===== src/rtl/fifo_rr_ctrl_pkg.sv =====
// Shared types and sizing helpers for the round-robin FIFO write/read controller.
package fifo_rr_ctrl_pkg;

    typedef enum logic {
        IDLE  = 1'b0,
        BURST = 1'b1
    } wr_state_t;

    localparam int FIFO_DEPTH      = 16;
    localparam int FIFO_FULL_LEVEL = 15;

    function automatic int owner_w(input int n_req);
        return (n_req > 1) ? $clog2(n_req) : 1;
    endfunction

    function automatic int bcnt_w(input int max_burst);
        return $clog2(max_burst) + 1;
    endfunction

endpackage


===== src/rtl/fifo_rr_ctrl_rr_pick.sv =====
// Combinational round-robin picker: first set request scanning upward from last_owner+1.
module rr_pick
    import fifo_rr_ctrl_pkg::*;
#(
    parameter int N_REQ   = 4,
    parameter int OWNER_W = owner_w(N_REQ)
) (
    input  logic [N_REQ-1:0]   req,
    input  logic [OWNER_W-1:0] last_owner,
    output logic [OWNER_W-1:0] winner,
    output logic               any_req
);

    logic [OWNER_W-1:0] cand;

    function automatic logic [OWNER_W-1:0] wrap(input logic [OWNER_W:0] v);
        return OWNER_W'(v % (OWNER_W+1)'(N_REQ));
    endfunction

    // Scanning from the farthest candidate down lets the nearest one win without a break.
    always_comb begin
        winner = '0;
        cand   = '0;
        for (int i = N_REQ; i >= 1; i--) begin
            cand = wrap({1'b0, last_owner} + (OWNER_W+1)'(i));
            if (req[cand]) begin
                winner = cand;
            end
        end
    end

    assign any_req = |req;

endmodule


===== src/rtl/fifo_rr_ctrl.sv =====
// Shares one FIFO between N_REQ producers (round-robin, burst-locked writes) and one consumer.
module fifo_rr_ctrl
    import fifo_rr_ctrl_pkg::*;
#(
    parameter int DATA_W    = 8,
    parameter int N_REQ     = 4,
    parameter int MAX_BURST = 4
) (
    input  logic                    clk,
    input  logic                    rst,
    input  logic [N_REQ-1:0]        req_valid,
    input  logic [N_REQ*DATA_W-1:0] req_data,
    output logic [N_REQ-1:0]        req_ready,
    input  logic                    pop_req,
    output logic                    pop_ack,
    output logic                    rd_valid,
    output logic [DATA_W-1:0]       rd_data,
    output logic                    fifo_wr,
    output logic                    fifo_rd,
    output logic [DATA_W-1:0]       fifo_din,
    input  logic [DATA_W-1:0]       fifo_dout,
    input  logic                    fifo_full,
    input  logic                    fifo_empty
);

    localparam int OWNER_W = owner_w(N_REQ);
    localparam int BCNT_W  = bcnt_w(MAX_BURST);
    localparam logic [OWNER_W-1:0] LAST_INIT  = OWNER_W'(N_REQ - 1);
    localparam logic [BCNT_W-1:0]  BURST_LAST = BCNT_W'(MAX_BURST - 1);

    wr_state_t          state;
    logic [OWNER_W-1:0] owner;
    logic [OWNER_W-1:0] last_owner;
    logic [OWNER_W-1:0] pick_idx;
    logic [BCNT_W-1:0]  burst_cnt;
    logic               pick_any;
    logic               owner_valid;
    logic               wr_fire;

    rr_pick #(
        .N_REQ   (N_REQ),
        .OWNER_W (OWNER_W)
    ) u_pick (
        .req        (req_valid),
        .last_owner (last_owner),
        .winner     (pick_idx),
        .any_req    (pick_any)
    );

    assign owner_valid = req_valid[owner];
    assign wr_fire     = (state == BURST) && owner_valid && !fifo_full;
    assign fifo_wr     = wr_fire;

    always_comb begin
        req_ready = '0;
        fifo_din  = '0;
        if (state == BURST) begin
            req_ready[owner] = !fifo_full;
            fifo_din         = req_data[32'(owner)*DATA_W +: DATA_W];
        end
    end

    // A full FIFO stalls the burst in place: owner and beat count are held.
    always_ff @(posedge clk or posedge rst) begin
        if (rst) begin
            state      <= IDLE;
            owner      <= '0;
            last_owner <= LAST_INIT;
            burst_cnt  <= '0;
        end else begin
            case (state)
                IDLE: begin
                    if (pick_any) begin
                        owner     <= pick_idx;
                        burst_cnt <= '0;
                        state     <= BURST;
                    end
                end
                BURST: begin
                    if (!owner_valid) begin
                        state      <= IDLE;
                        last_owner <= owner;
                    end else if (wr_fire) begin
                        burst_cnt <= burst_cnt + BCNT_W'(1);
                        if (burst_cnt == BURST_LAST) begin
                            state      <= IDLE;
                            last_owner <= owner;
                        end
                    end
                end
                default: state <= IDLE;
            endcase
        end
    end

    // Reads are gated by rst too so every output is quiet while reset is held.
    assign fifo_rd = pop_req && !fifo_empty && !rst;
    assign pop_ack = fifo_rd;
    assign rd_data = rd_valid ? fifo_dout : '0;

    always_ff @(posedge clk or posedge rst) begin
        if (rst) begin
            rd_valid <= 1'b0;
        end else begin
            rd_valid <= fifo_rd;
        end
    end

endmodule


===== config.mk =====
export PLATFORM = sky130hd
export DESIGN_NAME = fifo_rr_ctrl
export DESIGN_NICKNAME = d
export VERILOG_FILES = /design/src/rtl/fifo_rr_ctrl_pkg.sv /design/src/rtl/fifo_rr_ctrl_rr_pick.sv /design/src/rtl/fifo_rr_ctrl.sv
export SDC_FILE = /design/constraint.sdc
export NUM_CORES = 1
export LEC_CHECK = 0
export CORE_MARGIN = 1.5
export CORE_UTILIZATION = 32
export CTS_CLUSTER_SIZE = 8
export DETAILED_ROUTE_END_ITERATION = 8
export PLACE_DENSITY = 0.79
export RECOVER_POWER = 25
export SYNTH_ARGS = -nofsm -noshare
export SYNTH_HDL_FRONTEND = slang
export SYNTH_SLANG_ARGS = --single-unit

===== constraint.sdc =====
create_clock -name clk -period 1.7 [get_ports clk]
set_input_delay 0.255 -clock clk [delete_from_list [all_inputs] [get_ports clk]]
set_output_delay 0.255 -clock clk [all_outputs]
set_load 0.02 [all_outputs]

# Word-level counts from Yosys, hierarchy flattened
# Index checks and enable logic that the tools add are counted.
[totals] register_bits=9 inputBits=49
[classes] n_eq_ne=6 bitwise=2 order_cmp=6 n_mux=31 addsub=5 n_reduce_logical=12 shifts=1
[op_table] operator="$shiftx 32x6->8" n=1
[op_table] operator="$mux 8" n=2
[op_table] operator="$lt 2x3->1 const B" n=5
[op_table] operator="$mux 2" n=7
[op_table] operator="$bmux 1 s2" n=5
[op_table] operator="$mux 1" n=10
[op_table] operator="$mux 3" n=3
[op_table] operator="$ne 2x2->1 const B" n=3
[op_table] operator="$pmux 3 s2" n=1
[op_table] operator="$reduce_and 3->1" n=2
[op_table] operator="$logic_and 1x1->1" n=5
[op_table] operator="$add 2x1->2 const B" n=2
[op_table] operator="$add 2x2->2 const B" n=2
[op_table] operator="$and 4x4->4" n=1
[op_table] operator="$mux 4" n=1
[op_table] operator="$ne 2x1->1 const B" n=2
[op_table] operator="$reduce_or 4->1" n=1
[op_table] operator="$add 3x1->3 const B" n=1
[op_table] operator="$eq 3x2->1 const B" n=1
[op_table] operator="$logic_not 1->1" n=3
[op_table] operator="$demux 1 s2" n=1
[op_table] operator="$ge 2x1->1 const B" n=1
[op_table] operator="$pmux 1 s2" n=1
[op_table] operator="$reduce_and 2->1" n=1
[op_table] operator="$not 1->1" n=1

# Longest topological paths before layout
[logic_depth] ltp_word=7 depth_mapped=6

# By module
# From an unflattened synthesis, not the netlist that was laid out.
[unflattened] cells_unflattened=90 hier_area_um2=933.4
[by_module_without_submodules] mod="fifo_rr_ctrl" cells_per_inst=76 seq_area_each_um2=227.7 area_per_inst_um2=842.1 n_inst=1
[by_module_without_submodules] mod="rr_pick" cells_per_inst=14 seq_area_each_um2=0.0 area_per_inst_um2=91.3 n_inst=1

# Least setup slack after synthesis
# OpenSTA, ideal clock, no wires.
[synth_path] kind="register -> output" start="reg owner[1]" end="out req_ready[2]" required_time_ns=1.445 arrival_time_ns=1.363 setup_slack_ns=0.082 stages_incl_launch_ff=5 n_path_buf=2 cell_sequence="dfrtp_1 -> clkbuf_1 -> buf_2 -> inv_1 -> nor3_1"
[synth_between] elab_chain_cells=6 word_cells_on_any_way=7
[synth_rtl] element="start: declaration" line_no="fifo_rr_ctrl.sv:32" rtl="logic [OWNER_W-1:0] owner;"
[synth_rtl] element="start signal: assignment" line_no="fifo_rr_ctrl.sv:74" rtl="owner <= pick_idx;"
[synth_rtl] element="$lt 2x3->1 (not written as such) / $ge 2x1->1 (equally long branches)" line_no="fifo_rr_ctrl.sv:58" rtl="req_ready[owner] = !fifo_full;"
[synth_rtl] element="$logic_and 1x1->1 (not written as such)" line_no="fifo_rr_ctrl.sv:58"
[synth_rtl] element="$mux 1 (not written as such)" line_no="fifo_rr_ctrl.sv:58"
[synth_rtl] element="$demux 1 s2 (*)" line_no="fifo_rr_ctrl.sv:58"
[synth_rtl] element="$and 4x4->4 (no line) (*)"
[synth_rtl] element="$mux 4 (*)" line_no="fifo_rr_ctrl.sv:57" rtl="if (state == BURST) begin"
[synth_rtl] element="end: declaration" line_no="fifo_rr_ctrl.sv:13" rtl="output logic [N_REQ-1:0] req_ready,"
# Mark *: on every way between the ends. The rest lies on a longest branch, timed or not.

# Worst setup path in the final report
[layout_path] start="reg owner[0]" end="out fifo_din[1]"
[layout_between] elab_chain_cells=2
[layout_rtl] element="$shiftx 32x6->8" line_no="fifo_rr_ctrl.sv:59" rtl="fifo_din = req_data[32'(owner)*DATA_W +: DATA_W];"
[layout_rtl] element="$mux 8" line_no="fifo_rr_ctrl.sv:57"
[layout_rtl] element="end: declaration" line_no="fifo_rr_ctrl.sv:20" rtl="output logic [DATA_W-1:0] fifo_din,"
# No other way between the ends.

==> reports/qor.txt <==
================================================================================
Result of the run ................................................. complete, but fails checks
Failing checks .................................................... setup timing
Post-layout util ..................................................        0.681
Core region area ..................................................    2710 um^2
GPL Wtd Cong ......................................................        0.835
CP bufs+invs ......................................................            2
Number of hold violations in the final report .....................            0
DRC viols .........................................................            0
Worst Slack Setup Final ...........................................      -173 ps
Max-cap violations ................................................            0
Final count of pins violating max slew ............................            0
Standard-cell row count ...........................................           19
Unrepaired setup endpoints after global routing ...................         true
Headroom to the max-slew limit ....................................        0.758
TritonCTS sink count ..............................................            9
Worst setup SP type ...............................................    flip-flop
Skew-Pair Late Insertion Delay ....................................       280 ps
Cell Area, Synth ..................................................     896 um^2
Cell leakage power ................................................     0.866 nW
Gate Count Post-Synth .............................................           92
Cell area after placement .........................................    1740 um^2
Critical Path Slowest Stage Cell ..................................       mux4_2
Sequential cell area fraction in the yosys report .................        0.254
Area growth from synthesis to layout ..............................         106%
Worst-Margin Slew .................................................       363 ps
Number of nets in the synthesized netlist .........................          143
Finished layout cell area .........................................    1840 um^2
Number of top-level design ports ..................................           73
TNS Setup .........................................................     -1440 ps
Worst EP required .................................................      1440 ps
Total of flip-flops plus latches after synthesis ..................            9
Worst R2R Start ...................................................     owner[0]
Die Span X ........................................................      55.9 um
Total clock buffers created by CTS ................................            3
Global-route wire length before repair ............................      4700 um
Layout cells sized above 1 ........................................        0.328
Floorplan die height ..............................................      55.9 um
Share of total power consumed by net switching ....................        0.390
Maximum level of the CTS H-tree ...................................            1
Clock transition at the registers of the reported paths ...........        60 ps
Starting Density ..................................................        0.331
# nets final ......................................................          232
Overflow left after global routing ................................            0
Count of buffers inserted at the top-level ports ..................           72
TritonCTS clock tree ..............................................          yes
Data arrival time of the critical path ............................      1620 ps
Via count of the first global-routing pass ........................         1034
Share of the clock period used by the worst path after layout .....         1.10
Largest vdd supply drop ...........................................    0.00105 V
1st-pass router iterations ........................................            4
HPWL reported at the end of detailed placement ....................      2380 um
Power dissipated by switching net loads ...........................   0.000960 W
Average instance area after synthesis .............................    9.74 um^2
Worst-path cell chain ............................................. buf_12 > mux4_2 > and2_4 > buf_6
Combinational fraction of design power ............................        0.762
Initial antenna violation count ...................................            0
Total detailed-routing wirelength .................................      2970 um
Pre-CTS setup slack ...............................................      -396 ps
Number of warnings reported in the yosys synthesis log ............            0
Portion of total power attributed to sequential cells .............        0.164
Diode insertion count for antenna repair ..........................            0
Ratio of total power to cell area ................................. 1330 nW/um^2
Vias per std cell .................................................         4.98
Routed length per instance ........................................      14.1 um
Total vias in the final route .....................................         1050
Overall global routing resource usage .............................        0.191
Fmax ..............................................................      534 MHz
Fin Clk Skew ......................................................      1.73 ps
Type of the setup path with the least slack ....................... flip-flop to primary output
Root cell of the clock tree .......................................     clkbuf_4
Post-synthesis cell type count ....................................           26
Worst setup EP type ............................................... primary output
Clock period minus final worst setup slack ........................      1870 ps
Cell-internal power ...............................................    0.00150 W
Maximum fanout count along the critical path ......................            8
Final setup violation count .......................................           11
Path type of the worst min-delay path ............................. input pin to async pin
Hold buffers post-CTS .............................................            0
Violation count after the first detailed-route iteration ..........           27
Clock share of power ..............................................        0.074
Cell type group with the largest total delay on the critical path . multiplexers
Slowest stage delay, CP ...........................................       500 ps
Setup crit start ..................................................     owner[0]
Maximum clock path buffer count ...................................            2
Die Outline Area ..................................................    3130 um^2
Maximum number of pins on one net before global-route repair ......           15
ANT nets after route ..............................................            0
================================================================================
-- power groups by stage --
stage | combinational, W | clock, W | sequential, W
after global placement | 0.00159 | 0 | 0.000399
after floorplan | 0.000989 | 0 | 0.000379
after CTS | 0.00176 | 0.000191 | 0.000407
after detailed placement | 0.00163 | 0 | 0.000407
final | 0.00187 | 0.000183 | 0.000403
after global routing | 0.00200 | 0.000195 | 0.000413
-- final cells by class --
cell class / instances / area (um^2)
tap: 31 / 38.8
fill: 217 / 866
timing repair buffer: 90 / 885
sequential: 9 / 228
multi-input combinational: 68 / 631
inverter: 9 / 36.3
clock buffer: 4 / 26.3
-- worst register-to-register path, delay by kind of cell (launching register included) --
kind          cells  cell delay (ps)
simple gates      2              490
flops             1              420
mux               2              340
buf+inv           2              280
-- layout by cell type (no fill, tap or decap), drive strengths merged --
cell type       n
clkdlybuf4s50  49
buf            29
and2           16
mux4            9
dlygate4sd2     9
inv             9
nand2           8
dfrtp           7
mux2i           6
clkbuf          5
nor2            4
nor3            4
a21o            3
a21oi           3
nand2b          2
o31ai           2
nand3           2
ha              2
dfstp           2
or2             1
mux2            1
or3b            1
a311oi          1
nor3b           1
a21bo           1
a221oi          1
dlygate4sd3     1
clkdlybuf4s15   1
-- registers in the layout (all words and copies together), names as in the netlist --
name	cells
burst_cnt	3
last_owner	2
owner	2
rd_valid	1
state	1
-- synth_stat cells, drive strengths merged --
cell	n	area (um^2)
a21bo	1	10.0
a21oi	3	15.0
ha	2	25.0
nand3	2	10.0
nor2	4	15.0
mux4	9	203
mux2	1	11.3
or2	1	6.26
clkbuf	2	7.51
a221oi	1	8.76
nand2b	2	12.5
dfstp	2	52.6
inv	9	33.8
mux2i	6	60.1
and2	16	100
nor3	4	20.0
or3b	1	11.3
nor3b	1	7.51
buf	4	35.0
a311oi	1	8.76
nand2	8	30.0
dfrtp	7	175
o31ai	2	15.0
a21o	3	22.5
-- path summary, 6_finish.rpt --
check                                end  slack [ps]  depth (start not counted)
min in group clk                rd_valid         530                          2
setup reg to reg           last_owner[0]         100                          6
setup / recovery             fifo_din[1]        -170                          4
hold / removal              burst_cnt[0]         410                          2
max in group asynchronous  last_owner[0]         990                          2
hold reg to reg             burst_cnt[1]         540                          2
-- through the flow --
step	power [W]	hold slack (ps)	cells
6_report	0.00246	410	211
4_1_cts	0.00236	291	209
2_1_floorplan	0.00137	81.5	92
3_3_place_gp	0.00199	477	202
3_5_place_dp	0.00204	489	202
5_1_grt	0.00261	469	211
-- per-layer routing --
layer,track usage,routed length (um),share of wire
met1,0.193,1020,0.34
met2,0.366,1630,0.55
met3,0.0465,255,0.086
met4,0.0816,65,0.022
met5,0,0,0
-- kinds of logic (layout without fill, tap and decap cells) --
| family | after synthesis | count (layout) | synth area share |
|---|---|---|---|
| AND/OR/NAND/NOR | 39 | 39 | 0.237 |
| multiplexers | 16 | 16 | 0.306 |
| buffers and inverters | 15 | 103 | 0.0852 |
| AO/OA/AOI/OAI | 11 | 11 | 0.0894 |
| flip-flops | 9 | 9 | 0.254 |
| adder cells (fa/ha/maj) | 2 | 2 | 0.0279 |
-- what timing repair did --
item	CTS	global route
endpoints found under the setup margin	23	15
buffers inserted	3	4
gates resized for setup	85	16
pin swaps	8	4
Power figures use the tool's default switching activity.
